`src/rtl/pifo_reg_ctrl.sv`:
```
// Round-robin scheduler in front of a single pifo_reg: arbitrates NUM_ENQ enqueuers and one dequeuer
// onto the PIFO port, drops enqueues that cannot enter a full PIFO. Optional drop statistics: PIFO_CTRL_STATS_EN.
module pifo_reg_ctrl #(
    parameter int NUM_ENQ      = 4,
    parameter int RANK_WIDTH   = 8,
    parameter int META_WIDTH   = 8,
    parameter int L2_REG_WIDTH = 2
) (
    input  logic                          clk,
    input  logic                          rst,
    input  logic [NUM_ENQ-1:0]            enq_req,
    input  logic [NUM_ENQ*RANK_WIDTH-1:0] enq_rank,
    input  logic [NUM_ENQ*META_WIDTH-1:0] enq_meta,
    output logic [NUM_ENQ-1:0]            enq_ack,
    input  logic                          deq_req,
    output logic                          deq_ack,
    output logic [RANK_WIDTH-1:0]         deq_rank,
    output logic [META_WIDTH-1:0]         deq_meta,
    output logic                          pifo_insert,
    output logic                          pifo_remove,
    output logic [RANK_WIDTH-1:0]         pifo_rank_in,
    output logic [META_WIDTH-1:0]         pifo_meta_in,
    input  logic [RANK_WIDTH-1:0]         pifo_rank_out,
    input  logic [META_WIDTH-1:0]         pifo_meta_out,
    input  logic                          pifo_valid_out,
    input  logic [RANK_WIDTH-1:0]         pifo_max_rank_out,
    input  logic                          pifo_full,
    input  logic                          pifo_empty,
    output logic                          busy,
    output logic [31:0]                   drop_cnt
);

    localparam int PTR_W = (NUM_ENQ > 1) ? $clog2(NUM_ENQ) : 1;

    if (NUM_ENQ < 1 || NUM_ENQ > 8 || L2_REG_WIDTH < 1) begin : g_bad_params
        $error("pifo_reg_ctrl: unsupported parameter set");
    end

    typedef enum logic [1:0] {
        S_IDLE  = 2'd0,
        S_ISSUE = 2'd1,
        S_WAIT  = 2'd2
    } state_e;

    state_e                  state_q, state_d;
    logic [PTR_W-1:0]        rr_ptr_q, rr_ptr_d;
    logic                    prio_deq_q, prio_deq_d;
    logic [NUM_ENQ-1:0]      enq_ack_q, enq_ack_d;
    logic                    deq_ack_q, deq_ack_d;
    logic [RANK_WIDTH-1:0]   deq_rank_q, deq_rank_d;
    logic [META_WIDTH-1:0]   deq_meta_q, deq_meta_d;
    logic                    insert_q, insert_d;
    logic                    remove_q, remove_d;
    logic [RANK_WIDTH-1:0]   rank_in_q, rank_in_d;
    logic [META_WIDTH-1:0]   meta_in_q, meta_in_d;

    logic [NUM_ENQ-1:0]      req_eff;
    logic                    win_found;
    logic [PTR_W-1:0]        win_idx;
    logic [PTR_W:0]          cand;
    logic [PTR_W:0]          rr_next;
    logic [RANK_WIDTH-1:0]   win_rank;
    logic [META_WIDTH-1:0]   win_meta;
    logic                    in_idle;
    logic                    deq_elig;
    logic                    enq_elig;
    logic                    serve_deq;
    logic                    serve_enq;
    logic                    drop;

    // Handshake: a requester holds req/rank/meta until its one-cycle ack; the ack itself marks acceptance
    // (or drop). A requester whose ack is high this cycle is masked so a dropped entry is not served twice.
    assign req_eff  = enq_req & ~enq_ack_q;
    assign in_idle  = (state_q == S_IDLE);
    assign deq_elig = in_idle & deq_req & pifo_valid_out & ~pifo_empty;
    assign enq_elig = in_idle & win_found;

    always_comb begin
        win_found = 1'b0;
        win_idx   = '0;
        cand      = '0;
        for (int k = 0; k < NUM_ENQ; k++) begin
            cand = {1'b0, rr_ptr_q} + (PTR_W+1)'(k);
            if (cand >= (PTR_W+1)'(NUM_ENQ)) begin
                cand = cand - (PTR_W+1)'(NUM_ENQ);
            end
            if (!win_found && req_eff[cand[PTR_W-1:0]]) begin
                win_found = 1'b1;
                win_idx   = cand[PTR_W-1:0];
            end
        end
    end

    always_comb begin
        win_rank = '0;
        win_meta = '0;
        for (int i = 0; i < NUM_ENQ; i++) begin
            if (win_idx == PTR_W'(i)) begin
                win_rank = enq_rank[i*RANK_WIDTH +: RANK_WIDTH];
                win_meta = enq_meta[i*META_WIDTH +: META_WIDTH];
            end
        end
        rr_next = {1'b0, win_idx} + (PTR_W+1)'(1);
        if (rr_next == (PTR_W+1)'(NUM_ENQ)) begin
            rr_next = '0;
        end
    end

    // prio_deq only matters when both sides compete; a lone candidate always wins.
    assign serve_deq = deq_elig & (~enq_elig | prio_deq_q);
    assign serve_enq = enq_elig & ~serve_deq;
    assign drop      = serve_enq & pifo_full & (win_rank >= pifo_max_rank_out);

    always_ff @(posedge clk or posedge rst) begin
        if (rst) begin
            state_q <= S_IDLE;
        end else begin
            state_q <= state_d;
        end
    end

    always_comb begin
        state_d = state_q;
        case (state_q)
            S_IDLE:  if (serve_deq || (serve_enq && !drop)) state_d = S_ISSUE;
            S_ISSUE: state_d = S_WAIT;
            S_WAIT:  state_d = S_IDLE;
            default: state_d = S_IDLE;
        endcase
    end

    always_comb begin
        enq_ack_d  = '0;
        deq_ack_d  = 1'b0;
        insert_d   = 1'b0;
        remove_d   = 1'b0;
        rank_in_d  = rank_in_q;
        meta_in_d  = meta_in_q;
        deq_rank_d = deq_rank_q;
        deq_meta_d = deq_meta_q;
        rr_ptr_d   = rr_ptr_q;
        prio_deq_d = prio_deq_q;
        if (serve_deq) begin
            deq_ack_d  = 1'b1;
            remove_d   = 1'b1;
            deq_rank_d = pifo_rank_out;
            deq_meta_d = pifo_meta_out;
            prio_deq_d = ~prio_deq_q;
        end else if (serve_enq) begin
            enq_ack_d[win_idx] = 1'b1;
            rr_ptr_d           = rr_next[PTR_W-1:0];
            prio_deq_d         = ~prio_deq_q;
            if (!drop) begin
                insert_d  = 1'b1;
                rank_in_d = win_rank;
                meta_in_d = win_meta;
            end
        end
    end

    always_ff @(posedge clk or posedge rst) begin
        if (rst) begin
            rr_ptr_q   <= '0;
            prio_deq_q <= 1'b1;
            enq_ack_q  <= '0;
            deq_ack_q  <= 1'b0;
            insert_q   <= 1'b0;
            remove_q   <= 1'b0;
            rank_in_q  <= '0;
            meta_in_q  <= '0;
            deq_rank_q <= '0;
            deq_meta_q <= '0;
        end else begin
            rr_ptr_q   <= rr_ptr_d;
            prio_deq_q <= prio_deq_d;
            enq_ack_q  <= enq_ack_d;
            deq_ack_q  <= deq_ack_d;
            insert_q   <= insert_d;
            remove_q   <= remove_d;
            rank_in_q  <= rank_in_d;
            meta_in_q  <= meta_in_d;
            deq_rank_q <= deq_rank_d;
            deq_meta_q <= deq_meta_d;
        end
    end

`ifdef PIFO_CTRL_STATS_EN
    logic [31:0] drop_cnt_q, drop_cnt_d;

    always_comb begin
        drop_cnt_d = drop_cnt_q;
        if (drop && drop_cnt_q != 32'hFFFF_FFFF) begin
            drop_cnt_d = drop_cnt_q + 32'd1;
        end
    end

    always_ff @(posedge clk or posedge rst) begin
        if (rst) begin
            drop_cnt_q <= '0;
        end else begin
            drop_cnt_q <= drop_cnt_d;
        end
    end

    assign drop_cnt = drop_cnt_q;
`else
    assign drop_cnt = 32'd0;
`endif

    assign enq_ack      = enq_ack_q;
    assign deq_ack      = deq_ack_q;
    assign deq_rank     = deq_rank_q;
    assign deq_meta     = deq_meta_q;
    assign pifo_insert  = insert_q;
    assign pifo_remove  = remove_q;
    assign pifo_rank_in = rank_in_q;
    assign pifo_meta_in = meta_in_q;
    assign busy         = (state_q != S_IDLE);

endmodule

```
`config.mk`:
```
export PLATFORM = sky130hd
export DESIGN_NAME = pifo_reg_ctrl
export DESIGN_NICKNAME = d
export VERILOG_FILES = /design/src/rtl/pifo_reg_ctrl.sv
export SDC_FILE = /design/constraint.sdc
export NUM_CORES = 1
export LEC_CHECK = 0
export ABC_AREA = 0
export BUFFER_PORTS_ARGS = -buffer_cell sky130_fd_sc_hd__buf_2
export CAP_MARGIN = 20
export CELL_PAD_IN_SITES_DETAIL_PLACEMENT = 1
export CELL_PAD_IN_SITES_GLOBAL_PLACEMENT = 1
export CORE_MARGIN = 4
export CORE_UTILIZATION = 32
export CTS_BUF_LIST = sky130_fd_sc_hd__clkbuf_4
export CTS_CLUSTER_DIAMETER = 80
export DETAILED_ROUTE_END_ITERATION = 10
export PLACE_DENSITY_LB_ADDON = 0.1
export SLEW_MARGIN = 20
export SYNTH_ARGS = -nofsm -noshare
export SYNTH_HDL_FRONTEND = slang
export SYNTH_SLANG_ARGS = --single-unit
```
`constraint.sdc`:
```
create_clock -name clk -period 4.7 [get_ports clk]
set_input_delay 0.47 -clock clk [delete_from_list [all_inputs] [get_ports clk]]
set_output_delay 0.47 -clock clk [all_outputs]
set_load 0.05 [all_outputs]
```
==> results.md <==
* Hold Path Class: input pin to asynchronous set/reset pin
* Cell taking the most area after synthesis: dfrtp_1
* Vias in the first global route at roughly 2500
* Vias/cell at 4.47
* CP Max Fanout at 19
* Final worst path period need at 4340 ps
* PnR worst setup slack at 356 ps
* 1st-pass router iterations at 4
* Die footprint at 10400 um^2
* TritonCTS clock tree: built
* Pre-CTS WS at between 100 and 150 ps
* Final GP Congestion at 0.802
* Crit path required time at 4950 ps
* Fin nets at 536
* Syn Area/Cell at 9.65 um^2
* LEAKAGE at around 1.9 nW
* FILL cells at roughly 1000
* Initial Util at about a third
* Syn Std Cell Area at 2820 um^2
* Worst slew margin at 27.4%
* GRT overflow at 0
* Setup_tns at 0 ps
* Worst-path clk slew at 130 ps
* Via count at between 2000 and 2500
* Clk buf depth at 2
* Inserted Clock Buffers at 5
* Power per cell area at 788 nW/um^2
* Max Fclk at around 230 MHz
* RSZ-0062 raised after global routing: no
* Worst setup SP type: flop
* Die Ht at between 100 and 150 um
* Area contributors post-synth: dfrtp_1 (37%), mux2_2 (10%), buf_4 (9.1%), a21oi_1 (5.9%), ha_1 (5.3%)
* Layout cells sized above 1 at 45.2%
* DP Wirelength at between 6 and 7 mm
* Die width at slightly above 100 um
* Clk_lat worst skew at 350 ps
* Crit. End Element: flop
* Worst-margin pin slew at 1090 ps
* Syn. warnings at 0
* Hold-fix buffers, CTS at 0
* DRC at 0
* CP Class: flop to flop
* Core area at 8380 um^2
* Max_cap viols at 0
* Buffers on Ports at ~140
* Sequential area share after synthesis at a little under two fifths
* Root Driver: clkbuf_4
* Io pins at between 150 and 200
* Clk sinks at 43
* Drt initial violations at 54
* Post-synth cell types at 37
* Clock skew at 6.07 ps
* Total wire length at just under 8 mm
* H-tree levels at 2
* Max-slew violation count at 0
* Setup Fix Bufs, Post-CTS at 0
* Count of final setup violators at 0
* Worst EP arrival at ~4600 ps
* Routed Antenna Nets at 0
* Peak supply drop at 0.219 mV
* Number of synthesized register bits at 43
* Final worst path period share at just over 90%
* Cells after synthesis at 292
* Run status: complete, no violations
* Share of the synthesized area in the top cell type at a little under two fifths
* Inserted Diodes at 0
* Initial antenna violation count at 0
* Worst r2r path cells at 16
* Avg WL per Cell at 14.5 um
* First-pass GRT wire length at 12.0 mm
* FP Rows at 33
* Largest net degree at the start of global routing at between 40 and 50
* Total track usage at between 10% and 20%
* Synthesis-to-finish area growth at 25.6%
* Hold Fails Final Rpt at 0
* Post_cts resized at 0
-- metal layers --
layer	wire, um	GRT usage, %	part of all wire [%]	vias to the layer above
met5	0	0	0	-
met2	3720	24.0	48	93
li1	-	-	-	1194
met1	3310	19.3	43	1084
met3	639	4.44	8.3	8
met4	61	3.03	0.79	0
-- area by class of cell --
class / count / area (um^2) / area share (%)
Clock buffer: 5 / 37.5 / 1.06
Tap cell: 105 / 131 / 3.71
Sequential cell: 43 / 1080 / 30.4
Timing Repair Buffer: 144 / 738 / 20.9
Multi-Input combinational cell: 217 / 1480 / 41.9
Clock inverter: 3 / 15.0 / 0.424
Inverter: 15 / 56.3 / 1.59
-- placed cells by master, fill, tap and decap left out, types with 12 or more instances in the layout --
cell	count
nand2_1	34
conb_1	32
ha_1	12
o21ai_0	21
a21oi_1	33
buf_2	137
nand3b_1	15
dfrtp_1	42
mux2_2	25
inv_1	14
-- Yosys cell counts, drive strengths merged --
cell,number
dfrtp,42
buf,36
nand2,34
a21oi,33
mux2,32
o21ai,21
inv,15
nand3b,15
clkbuf,12
ha,12
nor2,6
and2,5
nor2b,5
a21o,4
a211oi,2
nand4,2
or2b,2
a22oi,1
a31oi,1
and3,1
conb,1
dfstp,1
mux2i,1
nand2b,1
nor4,1
o211a,1
o21a,1
o221ai,1
o22ai,1
o311ai,1
xnor2,1
-- sequential cells by signal (all words and copies together), names as in the netlist --
register / cells
pifo_insert: 1
pifo_meta_in: 8
deq_rank: 8
state_q: 2
rr_ptr_q: 2
pifo_rank_in: 8
pifo_remove: 1
deq_meta: 8
prio_deq_q: 1
enq_ack: 4
-- worst paths after layout --
kind,start,to,slack (ps)
max reg2reg,enq_ack[0]$_DFF_PP0_,pifo_meta_in[3]$_DFFE_PP0P_,360
min,rst,pifo_insert$_DFF_PP0_,290
min reg2reg,state_q[1]$_DFFE_PP0P_,state_q[1]$_DFFE_PP0P_,440
max in group asynchronous,rst,deq_rank[4]$_DFFE_PP0P_,3850
min in group clk,pifo_meta_out[0],deq_meta[0]$_DFFE_PP0P_,340
max,enq_ack[0]$_DFF_PP0_,pifo_meta_in[3]$_DFFE_PP0P_,360
-- kinds of logic after synthesis --
logic type	Yosys count	share of synthesized area (%)
AO/OA/AOI/OAI	67	14.2
buffers and inverters	63	13.2
multiplexers	33	14.1
XOR/XNOR	1	0.311
AND/OR/NAND/NOR	72	14.4
flip-flops	43	38.2
other	1	0.133
adder cells (fa/ha/maj)	12	5.33
-- metrics by stage --
step	cells	total power, mW	hold slack (ps)	util, %	instance area [um^2]
finish	532	2.79	295	42.2	3540
global route	532	3.02	309	42.2	3540
CTS	532	2.84	320	42.2	3540
detailed placement	524	2.65	420	41.6	3490
global placement	524	2.62	414	41.6	3490
floorplan	323	2.20	403	-	2930
-- critical path, cell delays in order (launching register included) --
cell and delay, ps:
dfrtp_1 430, nor2b_2 180, and2_1 140, o21ai_0 90, a21o_1 200, o21ai_0 130
ha_1 490, buf_4 290, a21oi_1 80, o21ai_0 80, a22oi_1 110, ha_1 320
nand2b_1 90, a21o_1 110, a21oi_1 110, o311ai_4 960, mux2_2 420
-- power breakdown --
group	total (mW)	internal [mW]	switching [mW]
registers	0.641	0.546	0.0952
clock network	0.176	0.0559	0.121
logic	1.97	0.692	1.28
total	2.79	1.29	1.50
Power figures use the tool's default switching activity.
